## src/rtl/inst_fetch_port.sv

```systemverilog
// Instruction fetch port: bridges the PC stage to a split addr/data instruction bus.
// Optional fetch-stall cycle counter enabled by defining IFP_STALL_CNT_EN.
module inst_fetch_port (
   input  logic        clk,
   input  logic        rst,
   input  logic        i_en,
   input  logic [31:0] pc,
   input  logic        i_excp,
   input  logic        pl_stall,
   input  logic        flush,
   output logic        stall_req,
   output logic [31:0] inst,
   output logic        ibus_req,
   output logic [31:0] ibus_addr,
   input  logic        ibus_addr_ok,
   input  logic        ibus_data_ok,
   input  logic [31:0] ibus_rdata,
   output logic [31:0] stall_cnt
);

   typedef enum logic [2:0] {
      S_IDLE,
      S_ADDR,
      S_DATA,
      S_DONE,
      S_DISCARD
   } state_t;

   state_t      r_state;
   state_t      w_next;
   logic [31:0] r_hold_buf;
   logic        w_fetch;
   logic        w_req;
   logic        w_capture;

   assign w_fetch = i_en & ~i_excp & ~flush;

   always_ff @(posedge clk or posedge rst) begin
      if (rst) begin
         r_state    <= S_IDLE;
         r_hold_buf <= '0;
      end else begin
         r_state <= w_next;
         if (w_capture) r_hold_buf <= ibus_rdata;
      end
   end

   always_comb begin
      w_next    = r_state;
      w_req     = 1'b0;
      w_capture = 1'b0;
      inst      = '0;
      case (r_state)
         S_IDLE, S_ADDR: begin
            w_req = w_fetch;
            if (w_fetch) w_next = ibus_addr_ok ? S_DATA : S_ADDR;
            else         w_next = S_IDLE;
         end
         S_DATA: begin
            if (ibus_data_ok) begin
               if (flush) begin
                  w_next = S_IDLE;
               end else begin
                  inst = ibus_rdata;
                  if (pl_stall) begin
                     w_capture = 1'b1;
                     w_next    = S_DONE;
                  end else begin
                     w_next = S_IDLE;
                  end
               end
            end else if (flush) begin
               w_next = S_DISCARD;
            end
         end
         S_DONE: begin
            inst = r_hold_buf;
            if (flush || !pl_stall) w_next = S_IDLE;
         end
         S_DISCARD: begin
            // The abandoned access must still drain before a new one may issue.
            if (ibus_data_ok) w_next = S_IDLE;
         end
         default: w_next = S_IDLE;
      endcase
   end

   assign ibus_req  = w_req & ~rst;
   assign ibus_addr = pc;

   always_comb begin
      if (r_state == S_DISCARD)
         stall_req = ~flush;
      else
         stall_req = w_fetch & ~((r_state == S_DATA) & ibus_data_ok) & ~(r_state == S_DONE);
   end

`ifdef IFP_STALL_CNT_EN
   logic [31:0] r_stall_cnt;

   always_ff @(posedge clk or posedge rst) begin
      if (rst)
         r_stall_cnt <= '0;
      else if (stall_req && (r_stall_cnt != '1))
         r_stall_cnt <= r_stall_cnt + 32'd1;
   end

   assign stall_cnt = r_stall_cnt;
`else
   assign stall_cnt = '0;
`endif

endmodule

```

## config.mk

```make
export PLATFORM = sky130hd
export DESIGN_NAME = inst_fetch_port
export DESIGN_NICKNAME = d
export VERILOG_FILES = /design/src/rtl/inst_fetch_port.sv
export SDC_FILE = /design/constraint.sdc
export NUM_CORES = 1
export LEC_CHECK = 0
export ABC_AREA = 1
export ABC_CLOCK_PERIOD_IN_PS = 1930
export BUFFER_PORTS_ARGS = -buffer_cell sky130_fd_sc_hd__buf_4
export CORE_MARGIN = 1
export CORE_UTILIZATION = 40
export CTS_BUF_LIST = sky130_fd_sc_hd__clkbuf_8 sky130_fd_sc_hd__clkbuf_16
export CTS_CLUSTER_DIAMETER = 120
export DETAILED_ROUTE_END_ITERATION = 7
export GPL_TIMING_DRIVEN = 0
export PLACE_DENSITY_LB_ADDON = 0.05
export SLEW_MARGIN = 20
export SYNTH_ARGS = -nofsm -noshare
export SYNTH_HDL_FRONTEND = slang
export SYNTH_SLANG_ARGS = --single-unit
```

## constraint.sdc

```tcl
create_clock -name clk -period 1.93 [get_ports clk]
set_clock_uncertainty 0.15 [all_clocks]
set_input_delay 0.193 -clock clk [delete_from_list [all_inputs] [get_ports clk]]
set_output_delay 0.193 -clock clk [all_outputs]
set_load 0.02 [all_outputs]
```

Word level (Yosys, flattened, before mapping)
Index checks and enable logic that the tools add are counted.
{ "word_totals": {"reg_bits": 35, "latch_bits": 0, "ram_bits": 0, "rom_bits": 0, "input_bits": 72, "out_inout_bits": 98, "wordCells": 43, "n_memories": 0} }
{ "classes": {"add_sub_neg": 0, "n_mul": 0, "n_div": 0, "magnitude_cmp": 0, "eq_ne": 7, "shifts": 0, "n_mux": 18, "bitwise_logic": 11, "reduce_logical": 5} }
{ "ops": {"columns": ["op", "count"], "rows": [
  ["32-bit 2-to-1 mux", 2],
  ["32-bit case mux with 2 select lines", 1],
  ["3-bit 2-to-1 mux", 4],
  ["3-bit case mux with 4 select lines", 1],
  ["2-bit 2-to-1 mux", 4],
  ["1-bit bitwise AND", 6],
  ["3-bit by 2-bit == test with 1-bit output (second input constant)", 2],
  ["1-bit 2-to-1 mux", 6],
  ["1-bit inverter", 5],
  ["2-bit inequality test (second input constant)", 2],
  ["3-bit by 1-bit == test with 1-bit output (second input constant)", 1],
  ["3-bit == test (second input constant)", 1],
  ["3-bit logical NOT", 1],
  ["3-bit inequality test (second input constant)", 1],
  ["3-bit AND reduction", 1],
  ["2-bit OR reduction", 1],
  ["1-bit logical NOT", 1],
  ["1-bit logical OR", 1]
]} }

Longest topological paths before layout
Gate-level depths: netlist of run 1.
{ "logic_depth": {"depth_word": 6, "ltp_mapped": 8, "ltp_nobuf": 7} }

Worst setup path before layout of run 1
OpenSTA, ideal clock, no wires.
{ "synth_path": {"kind": "reg-to-output", "from": "register r_state[2]", "to": "output inst[0]", "t_arrival_ns": 1.362, "required_ns": 1.587, "setup_slack_ns": 0.225, "path_stages_with_launch": 5, "path_buffers": 1, "path_cell_list": "dfrtp_1 -> nor2_4 -> inv_2 -> buf_4 -> o21ai_0"} }
{ "synth_via": {"elab_chain_len": 2, "word_cells_on_any_way": 3, "classes_between": "eq/ne (2); mux (1)"} }
{ "synth_rtl": {"columns": ["element", "line", "source"], "rows": [
  ["start, declared", "29", "state_t r_state;"],
  ["start signal, assigned", "43", "r_state <= w_next;"],
  ["3-bit by 2-bit == test with 1-bit output", "53", "case (r_state)"],
  ["32-bit case mux with 2 select lines *", "53", null],
  ["end, declared", "12", "output logic [31:0] inst,"]
]} }
Every way passes the cells marked *; elsewhere a longest branch is shown, timed or not.

Worst setup path after layout of run 1
{ "layout_path": {"from": "register r_state[0]", "to": "output inst[26]"} }
Same word-level chain as after synthesis.

==> flow_summary.json, run 1 <==
{
  "track_usage_pct": 22.3,
  "crit_fanout": 5,
  "final_common_cell": "buf_4",
  "setup_violations": 1,
  "antenna_found_initial": 0,
  "worst_path_max_delay_cell": "dfrtp_1",
  "n_antenna_cell": 0,
  "placementRows": 27,
  "rr_worst_depth": 9,
  "period_minus_slack_ns": 1.94,
  "drc_errors": 0,
  "crit_chain": "buf_4, nand2_2, nor2_4, buf_6, clkbuf_16, nand2_1, nand2_1, buf_6",
  "startpoint_type": "flop",
  "worst-endpoint-required_ns": 1.59,
  "fin_ws_ns": -0.00845,
  "die_h_um": 79.5,
  "cp_num_cells": 8,
  "area_growth_pct": 73.8,
  "crit_path_max_incr_delay_ns": 0.38,
  "core_um2": 5640,
  "hold_path_class": "in -> reg",
  "gp_congestion": 0.789,
  "final_cell_mix": "159 x buf_4, 107 x nand2_1, 34 x nand3_1, 34 x dfrtp_1",
  "start_util_pct": 42.6,
  "cap_violations": 0,
  "ant_nets": 0,
  "finalPower_mw": 2.55,
  "synth_cells": 335,
  "drive_above_1_share_pct": 42.9,
  "tritoncts": "done",
  "min_path_cells": 3,
  "cp.arrival_ns": 1.60,
  "wirelength_um": 7200,
  "worstMarginPinSlew_ns": 0.738,
  "yosys-top-cells-area": "dfrtp_1 36%, buf_4 21%, nand2_1 17%, nand3_1 8.3%, o21ai_0 5.4%",
  "cts_root_buf": "clkbuf_8",
  "yosysTopAreaCellShare_pct": 36.5,
  "hpwl_um": 4680,
  "relSlewSlack_pct": 50.7,
  "synth_warnings": 0,
  "ys_seq_elements": 35,
  "vias": 2717,
  "whs_ns": 0.00425,
  "avgSynthCellArea_um2": 7.17,
  "path_clk_slew_ns": 0.07,
  "numPortBuffers": 105,
  "grt_max_degree": 36,
  "max-vdd-ir-drop_mv": 0.480,
  "crit_type": "reg -> out",
  "synth_seq_area_share_pct": 36.5,
  "io_pins": 170,
  "cp-end-kind": "output pin",
  "drtIter0Drc": 96,
  "fin_nets": 598,
  "timing.final.crit_share_pct": 100,
  "overflow": 0,
  "cts.sinks": 35,
  "firstDrtPassIters": 4,
  "finalMaxSlewViolations": 0,
  "grt_pass1_wl_um": 11100,
  "power.density_nw_per_um2": 611,
  "p_leak_nw": 2.31,
  "clock.fmax_mhz": 516,
  "clk_latency_ns": 0.29,
  "grt_pass1_vias": 2522,
  "cts_buffers": 5,
  "synth_area_leader_cell": "dfrtp_1",
  "violations": "setup timing",
  "path_delay_family": "buffers and inverters",
  "h-tree-depth": 2,
  "synth_cell_types": 21,
  "rsz0062_at_grt": "yes",
  "dieArea_um2": 6320,
  "viasPerCell": 4.54,
  "die-width_um": 79.5,
  "cts_buffer_depth": 2,
  "hold_viol": 0,
  "cp_num_buf_inv": 4,
  "synth_area_um2": 2400,
  "drt-wirelength-per-cell_um": 12.0,
  "outcome": "finished, violations left"
}
-- final cells by class --
type / instances / area, um2
multi-input combinational: 227 / 1040
fill: 479 / 1470
timing repair buffer: 153 / 1360
clock inverter: 1 / 3.75
buffer: 78 / 614
sequential: 35 / 877
tap: 72 / 90.1
inverter: 26 / 100
clock buffer: 7 / 96.3
-- logic make-up after synthesis --
group | synth area share (%)
flops | 36.5
buf+inv | 28.0
simple gates | 29.0
compound gates | 6.46
other cells | 0.156
-- tightest hold or removal path, delay by kind of cell --
family                 cells  cell delay (ns)
AO/OA/AOI/OAI              1             0.07
buffers and inverters      1             0.09
AND/OR/NAND/NOR            1             0.04
-- per-layer routing --
metal	global-route usage (%)	vias to the layer above	share of wire (%)
met3	4.23	16	8.3
met1	26.5	1229	40
li1	-	1337	-
met5	0	-	0
met4	6.91	0	1.8
met2	40.1	135	50
-- registers in the layout (all words and copies together), names as in the netlist --
| register | count |
|---|---|
| r_state | 3 |
| r_hold_buf | 32 |
-- synthesized netlist by cell type (all sizes together) --
| library cell | instances |
|---|---|
| nand2 | 109 |
| buf | 76 |
| nand3 | 41 |
| dfrtp | 35 |
| o21ai | 30 |
| inv | 25 |
| nor2 | 11 |
| clkbuf | 2 |
| nand4 | 2 |
| a21oi | 1 |
| clkinv | 1 |
| conb | 1 |
| nor3 | 1 |
-- where the power goes --
group,switching (mW),internal [mW]
clock network,0.256,0.320
registers,0.107,0.997
logic,0.464,0.409
-- through the flow --
stage          setup slack, ns  utilization, %  instances  setup TNS (ns)  area (um2)
5_1_grt                -0.0519            74.0        599          -0.724        4180
2_1_floorplan            0.225               -        366               0        2520
3_5_place_dp            0.0792            60.2        543               0        3400
4_1_cts               -0.00166            71.3        597        -0.00166        4020
6_report              -0.00845            74.0        599        -0.00845        4180
3_3_place_gp            0.0739            60.2        543               0        3400
-- worst paths after layout --
kind                                                 start                          to  slack [ns]
worst max-delay path                r_state[0]$_DFFE_PP0P_                    inst[26]      -0.008
worst min-delay path                         ibus_rdata[7]   r_hold_buf[7]$_DFFE_PP0P_       0.004
worst max register to register      r_state[2]$_DFFE_PP0P_  r_hold_buf[16]$_DFFE_PP0P_        0.25
worst min register to register  r_hold_buf[17]$_DFFE_PP0P_  r_hold_buf[17]$_DFFE_PP0P_        0.32
max in group asynchronous                              rst      r_state[2]$_DFFE_PP0P_        0.67
min in group asynchronous                              rst   r_hold_buf[8]$_DFFE_PP0P_        0.45
-- repair_timing --
item	in CTS	in global routing
setup buffers	11	1
hold buffers	32	0
endpoints found under the hold margin	66	0
endpoints found under the setup margin	32	32
cloned	3	1
gates resized for setup	32	37
pin swaps	2	14
(Power assumes the default switching activity.)
==> run 2: changes to the inputs <==
--- a/config.mk
+++ b/config.mk
@@ -5,7 +5,6 @@
 export SDC_FILE = /design/constraint.sdc
 export NUM_CORES = 1
 export LEC_CHECK = 0
-export ABC_AREA = 1
 export ABC_CLOCK_PERIOD_IN_PS = 1930
 export BUFFER_PORTS_ARGS = -buffer_cell sky130_fd_sc_hd__buf_4
 export CORE_MARGIN = 1
@@ -15,6 +14,7 @@
 export DETAILED_ROUTE_END_ITERATION = 7
 export GPL_TIMING_DRIVEN = 0
 export PLACE_DENSITY_LB_ADDON = 0.05
+export SETUP_SLACK_MARGIN = 0.02
 export SLEW_MARGIN = 20
 export SYNTH_ARGS = -nofsm -noshare
 export SYNTH_HDL_FRONTEND = slang
==> flow_summary.json, run 2 <==
{
  "clk_latency_ns": 0.29,
  "overflow": 0,
  "placementRows": 27,
  "ys.flop_type": "dfrtp_1",
  "cap_violations": 0,
  "ant_nets": 0,
  "relSlewSlack_pct": 51.2,
  "stdcell_count": 454,
  "synth_area_leader_cell": "dfrtp_1",
  "path_clk_slew_ns": 0.08,
  "finalPower_mw": 2.36,
  "power.density_nw_per_um2": 585,
  "die-width_um": 78.9,
  "crit_path_frequent_cell": "buf_4",
  "start_util_pct": 42.2,
  "tritoncts": "done",
  "numPortBuffers": 105,
  "cp.arrival_ns": 1.61,
  "hold_path_class": "in -> reg",
  "n_antenna_cell": 0,
  "dieArea_um2": 6220,
  "postLayoutCoreUtil_pct": 71.8,
  "crit_fanout": 7,
  "p_sw_share_pct": 26.3,
  "crit_path_max_incr_delay_ns": 0.41,
  "viasPerCell": 4.38,
  "crit_type": "reg -> out",
  "grt_pass1_vias": 1932,
  "synthTopCellsByCount": "64 x buf_4, 35 x dfrtp_1, 32 x a22o_1",
  "yosysTopAreaCellShare_pct": 37.0,
  "ys_seq_elements": 35,
  "drt-wirelength-per-cell_um": 12.9,
  "synth_seq_area_share_pct": 37.0,
  "worstMarginPinSlew_ns": 0.730,
  "drc_errors": 0,
  "fin_nets": 453,
  "p_int_mw": 1.74,
  "synth_cells": 199,
  "outcome": "finished, violations left",
  "vias": 1988,
  "wirelength_um": 5850,
  "cts.sinks": 35,
  "p_switching_uw": 621,
  "final_common_cell": "buf_4",
  "worst-endpoint-required_ns": 1.59,
  "synth_most_common_cell": "buf_4",
  "synth-edff-count": 0,
  "clock.fmax_mhz": 513,
  "io_pins": 170,
  "rsz0062_at_grt": "yes",
  "pwr-share-seq_pct": 40.7,
  "max-vdd-ir-drop_mv": 0.344,
  "final_cell_mix": "147 x buf_4, 35 x buf_6, 34 x dlygate4sd3_1, 34 x dfrtp_1",
  "comb_power_share_pct": 29.7,
  "top_regs": "r_hold_buf: 32 flops, r_state: 3 flops",
  "violations": "setup timing",
  "synth_warnings": 0,
  "finalMaxSlewViolations": 0,
  "cts_root_buf": "clkbuf_8",
  "top_register": "r_hold_buf",
  "dp.cells": 407,
  "worst_path_max_delay_cell": "dfrtp_1",
  "avgSynthCellArea_um2": 11.9,
  "fin_ws_ns": -0.0185,
  "h-tree-depth": 2,
  "synth_area_um2": 2360,
  "gp_congestion": 0.715,
  "fill_cells": 406,
  "cts_buffers": 5,
  "antenna_found_initial": 0,
  "die_h_um": 78.9,
  "cts_buffer_depth": 2,
  "grt_max_degree": 36,
  "startpoint_type": "flop",
  "core_um2": 5610,
  "crit_chain": "nor2b_4, and3_4, buf_4, a22o_1, buf_4",
  "hpwl_um": 4120,
  "drtIter0Drc": 52,
  "period_minus_slack_ns": 1.95,
  "p_leak_nw": 2.11,
  "drive_above_1_share_pct": 61.5,
  "cp-end-kind": "output pin",
  "grt_pass1_wl_um": 8940,
  "hold_viol": 0,
  "power.clock.fraction_pct": 29.6,
  "yosys-top-cells-area": "dfrtp_1 37%, buf_4 20%, mux2_4 19%, a22o_1 12%, buf_12 2.5%",
  "firstDrtPassIters": 4,
  "largest_reg_flops": 32,
  "track_usage_pct": 18.3,
  "area_growth_pct": 70.4,
  "synthArstFlopShare_pct": 100,
  "setup_violations": 9,
  "synth_cell_types": 27,
  "timing.final.crit_share_pct": 101
}
-- run 2: changes by cell type in the layout (fill, tap and decap cells not counted), moves of 6 or more --
cell	change
nand2_1	-106
buf_4	-12
inv_1	-20
a22o_1	+32
o21ai_1	-7
nand3_2	-6
o21ai_0	-15
buf_6	+7
nand3_1	-34
mux2_4	+30
-- run 2: worst paths after layout --
path / from / to / slack [ns] / cells past startpoint
max in group asynchronous: rst / r_state[2]$_DFFE_PP0P_ / 0.66 / 3
min in group asynchronous: rst / r_hold_buf[8]$_DFFE_PP0P_ / 0.46 / 3
hold / removal: ibus_rdata[0] / r_hold_buf[0]$_DFFE_PP0P_ / 0.002 / 2
setup / recovery: r_state[1]$_DFFE_PP0P_ / inst[5] / -0.02 / 5
hold reg to reg: r_hold_buf[1]$_DFFE_PP0P_ / r_hold_buf[1]$_DFFE_PP0P_ / 0.36 / 1
setup reg to reg: r_state[2]$_DFFE_PP0P_ / r_hold_buf[9]$_DFFE_PP0P_ / 0.26 / 5
-- run 2: final cells by class --
| class | count | area [um2] | share of cell area [%] |
|---|---|---|---|
| Clock buffer | 6 | 82.6 | 2.05 |
| Sequential cell | 35 | 877 | 21.8 |
| Clock inverter | 2 | 35.0 | 0.870 |
| Multi-Input combinational cell | 117 | 1020 | 25.4 |
| Timing Repair Buffer | 146 | 1290 | 32.0 |
| Tap cell | 72 | 90.1 | 2.24 |
| Buffer | 74 | 623 | 15.5 |
| Inverter | 2 | 7.51 | 0.186 |
-- run 2: worst max-delay path: cells and delay by family, from the launching register on --
kind,cells,cell delay (ns)
DFF,1,0.41
buffers and inverters,2,0.31
and+or+nand+nor,2,0.37
AOI/OAI and AO/OA,1,0.23
-- run 2: logic make-up after synthesis --
logic type	count (synthesis)	synth area share, %
mux	32	20.0
other cells	1	0.159
compound gates	39	13.5
buf+inv	78	25.3
simple gates	14	4.02
flops	35	37.0
-- run 2: metrics by stage --
| stage | TNS, ns | instance area (um2) | hold slack [ns] | worst slack (ns) |
|---|---|---|---|---|
| 3_5_place_dp | 0 | 3360 | 0.236 | 0.0549 |
| 5_1_grt | -1.72 | 4030 | 0.00181 | -0.0802 |
| 6_report | -0.0908 | 4030 | 0.00235 | -0.0185 |
| 4_1_cts | -0.0499 | 3960 | 0.000653 | -0.00942 |
| 3_3_place_gp | 0 | 3360 | 0.243 | 0.0645 |
| 2_1_floorplan | 0 | 2480 | 0.114 | 0.189 |
-- run 2: repair_timing --
action,4_1_cts,5_1_grt
setup buffers,5,0
cloned,2,0
hold buffers,33,2
pin swaps,7,15
gates resized for setup,35,16
endpoints found under the setup margin,33,33
hold endpoints to repair,67,2
-- run 2: routing by layer --
metal / vias up / track usage (%) / share of wire (%)
met5: - / 0 / 0
met4: 0 / 4.73 / 0.79
met3: 6 / 4.60 / 6.5
met2: 86 / 32.4 / 50
met1: 930 / 22.1 / 42
li1: 966 / - / -
-- run 2: power groups by stage --
| stage | clock network (mW) | logic (mW) | registers (mW) |
|---|---|---|---|
| after floorplan | 0 | 0.457 | 0.948 |
| after global placement | 0 | 0.612 | 0.964 |
| after detailed placement | 0 | 0.622 | 0.968 |
| after CTS | 0.709 | 0.696 | 0.956 |
| after global routing | 0.743 | 0.748 | 0.974 |
| final | 0.697 | 0.701 | 0.959 |
==> run 3: changes to the inputs <==
--- a/config.mk
+++ b/config.mk
@@ -5,6 +5,7 @@
 export SDC_FILE = /design/constraint.sdc
 export NUM_CORES = 1
 export LEC_CHECK = 0
+export ABC_AREA = 1
 export ABC_CLOCK_PERIOD_IN_PS = 1930
 export BUFFER_PORTS_ARGS = -buffer_cell sky130_fd_sc_hd__buf_4
 export CORE_MARGIN = 1
@@ -19,3 +20,4 @@
 export SYNTH_ARGS = -nofsm -noshare
 export SYNTH_HDL_FRONTEND = slang
 export SYNTH_SLANG_ARGS = --single-unit
+export TNS_END_PERCENT = 1
==> flow_summary.json, run 3 (synthesis gave the netlist of run 1 again) <==
{
  "relSlewSlack_pct": 50.3,
  "final_common_cell": "buf_4",
  "fin_ws_ns": -0.0113,
  "largest_reg_flops": 32,
  "hold_path_class": "in -> reg",
  "io_pins": 170,
  "core_um2": 5640,
  "crit_path_max_incr_delay_ns": 0.42,
  "tritoncts": "done",
  "startpoint_type": "flop",
  "path_clk_slew_ns": 0.07,
  "drtIter0Drc": 94,
  "top_register": "r_hold_buf",
  "viasPerCell": 4.51,
  "grt_pass1_vias": 2530,
  "dieArea_um2": 6320,
  "cp-end-kind": "output pin",
  "crit_chain": "inv_2, nand3_4, nor2_4, buf_12, buf_8, nand3_1, o21ai_1, buf_4",
  "path_delay_family": "buffers and inverters",
  "cp.arrival_ns": 1.60,
  "h-tree-depth": 2,
  "timing.final.crit_share_pct": 101,
  "power.clock.fraction_pct": 22.6,
  "finalMaxSlewViolations": 0,
  "die_h_um": 79.5,
  "wirelength_um": 7250,
  "crit_fanout": 7,
  "drive_above_1_share_pct": 44.5,
  "rsz0062_at_grt": "yes",
  "antenna_found_initial": 0,
  "hold_end": "r_hold_buf[7]$_DFFE_PP0P_",
  "crit_type": "reg -> out",
  "cts_buffers": 5,
  "period_minus_slack_ns": 1.94,
  "hold_viol": 0,
  "die-width_um": 79.5,
  "worstReg2RegStart": "r_state[2]$_DFFE_PP0P_",
  "n_antenna_cell": 0,
  "worst_path_max_delay_cell": "dfrtp_2",
  "track_usage_pct": 22.4,
  "pwr-share-seq_pct": 43.0,
  "hpwl_um": 4680,
  "p_sw_share_pct": 32.6,
  "firstDrtPassIters": 4,
  "cap_violations": 0,
  "place_area_um2": 3400,
  "cts_buffer_depth": 2,
  "grt_pass1_wl_um": 11100,
  "area_growth_pct": 76.1,
  "grt_max_degree": 36,
  "start_util_pct": 42.6,
  "placementRows": 27,
  "gp_congestion": 0.789,
  "fill_cells": 464,
  "rr_worst_depth": 9,
  "overflow": 0,
  "worstMarginPinSlew_ns": 0.745,
  "clock.fmax_mhz": 515,
  "r2r_slack_ns": 0.25,
  "clk_latency_ns": 0.29,
  "cp_num_buf_inv": 4,
  "p_int_mw": 1.73,
  "drc_errors": 0,
  "final_cell_mix": "157 x buf_4, 105 x nand2_1, 34 x dfrtp_1",
  "drt-wirelength-per-cell_um": 12.1,
  "power.density_nw_per_um2": 607,
  "outcome": "finished, violations left",
  "comb_power_share_pct": 34.4,
  "whs_ns": 0.00357,
  "min_path_cells": 3,
  "worstHoldStart": "ibus_rdata[7]",
  "numPortBuffers": 105,
  "worst-endpoint-required_ns": 1.59,
  "vias": 2708,
  "setup_violations": 1,
  "violations": "setup timing",
  "cts.sinks": 35,
  "r2r_end": "r_hold_buf[16]$_DFFE_PP0P_",
  "max-vdd-ir-drop_mv": 0.483,
  "p_leak_nw": 2.32,
  "top_regs": "r_hold_buf: 32 flops, r_state: 3 flops",
  "p_switching_uw": 838,
  "ant_nets": 0,
  "final_cell_area_um2": 4230,
  "fin_nets": 599,
  "cts_root_buf": "clkbuf_8"
}
## run 3: how the worst max path moves through the flow
stage,start,endpoint,cells past startpoint
2_1_floorplan,r_state[2]$_DFFE_PP0P_,inst[0],4
3_3_place_gp,r_state[2]$_DFFE_PP0P_,inst[7],7
3_5_place_dp,r_state[2]$_DFFE_PP0P_,inst[5],7
4_1_cts,r_state[2]$_DFFE_PP0P_,inst[9],7
5_1_grt,r_state[2]$_DFFE_PP0P_,inst[28],7
6_report,r_state[2]$_DFFE_PP0P_,inst[13],8
## run 3: layout make-up
| type | instances | area [um2] | share of cell area, % |
|---|---|---|---|
| clock inverters | 1 | 3.75 | 0.0887 |
| repair buffers | 154 | 1380 | 32.5 |
| clock buffers | 7 | 96.3 | 2.28 |
| well taps | 72 | 90.1 | 2.13 |
| flip-flops and latches | 35 | 877 | 20.7 |
| plain buffers | 78 | 618 | 14.6 |
| inverters | 26 | 100 | 2.37 |
| multi-input cells | 227 | 1070 | 25.3 |
## run 3: layer usage
| layer | vias to the layer above | part of all wire [%] | global-route usage (%) |
|---|---|---|---|
| met1 | 1206 | 39 | 26.8 |
| met5 | - | 0 | 0 |
| li1 | 1339 | - | - |
| met2 | 153 | 50 | 39.8 |
| met4 | 0 | 1.4 | 6.91 |
| met3 | 10 | 9.5 | 4.46 |
## run 3: metrics by stage
| step | utilization, % | setup slack [ns] | setup TNS [ns] | instances | power, mW |
|---|---|---|---|---|---|
| final | 75.0 | -0.0113 | -0.0113 | 600 | 2.57 |
| after detailed placement | 60.2 | 0.0792 | 0 | 543 | 1.85 |
| after CTS | 71.4 | -0.0468 | -0.840 | 595 | 2.52 |
| after floorplan | - | 0.225 | 0 | 366 | 1.60 |
| after global placement | 60.2 | 0.0739 | 0 | 543 | 1.81 |
| after global routing | 75.0 | -0.0423 | -0.878 | 600 | 2.72 |
## run 3: what timing repair did
item,in CTS,in global routing
hold buffers,32,0
pin swaps,2,13
resized for setup,43,40
cloned,2,2
setup endpoints to repair,33,33
endpoints found under the hold margin,66,0
buffers inserted,10,3
## run 3: worst min-delay path: stages
cell and delay (ns):
buf_4 0.09, nand2_1 0.04, o21ai_0 0.07
## run 3: power groups by stage
stage	Combinational (mW)	Clock, mW	Sequential [mW]
after floorplan	0.513	0	1.09
after global placement	0.712	0	1.10
after detailed placement	0.732	0	1.11
after CTS	0.837	0.584	1.10
after global routing	0.981	0.611	1.13
final	0.884	0.580	1.10
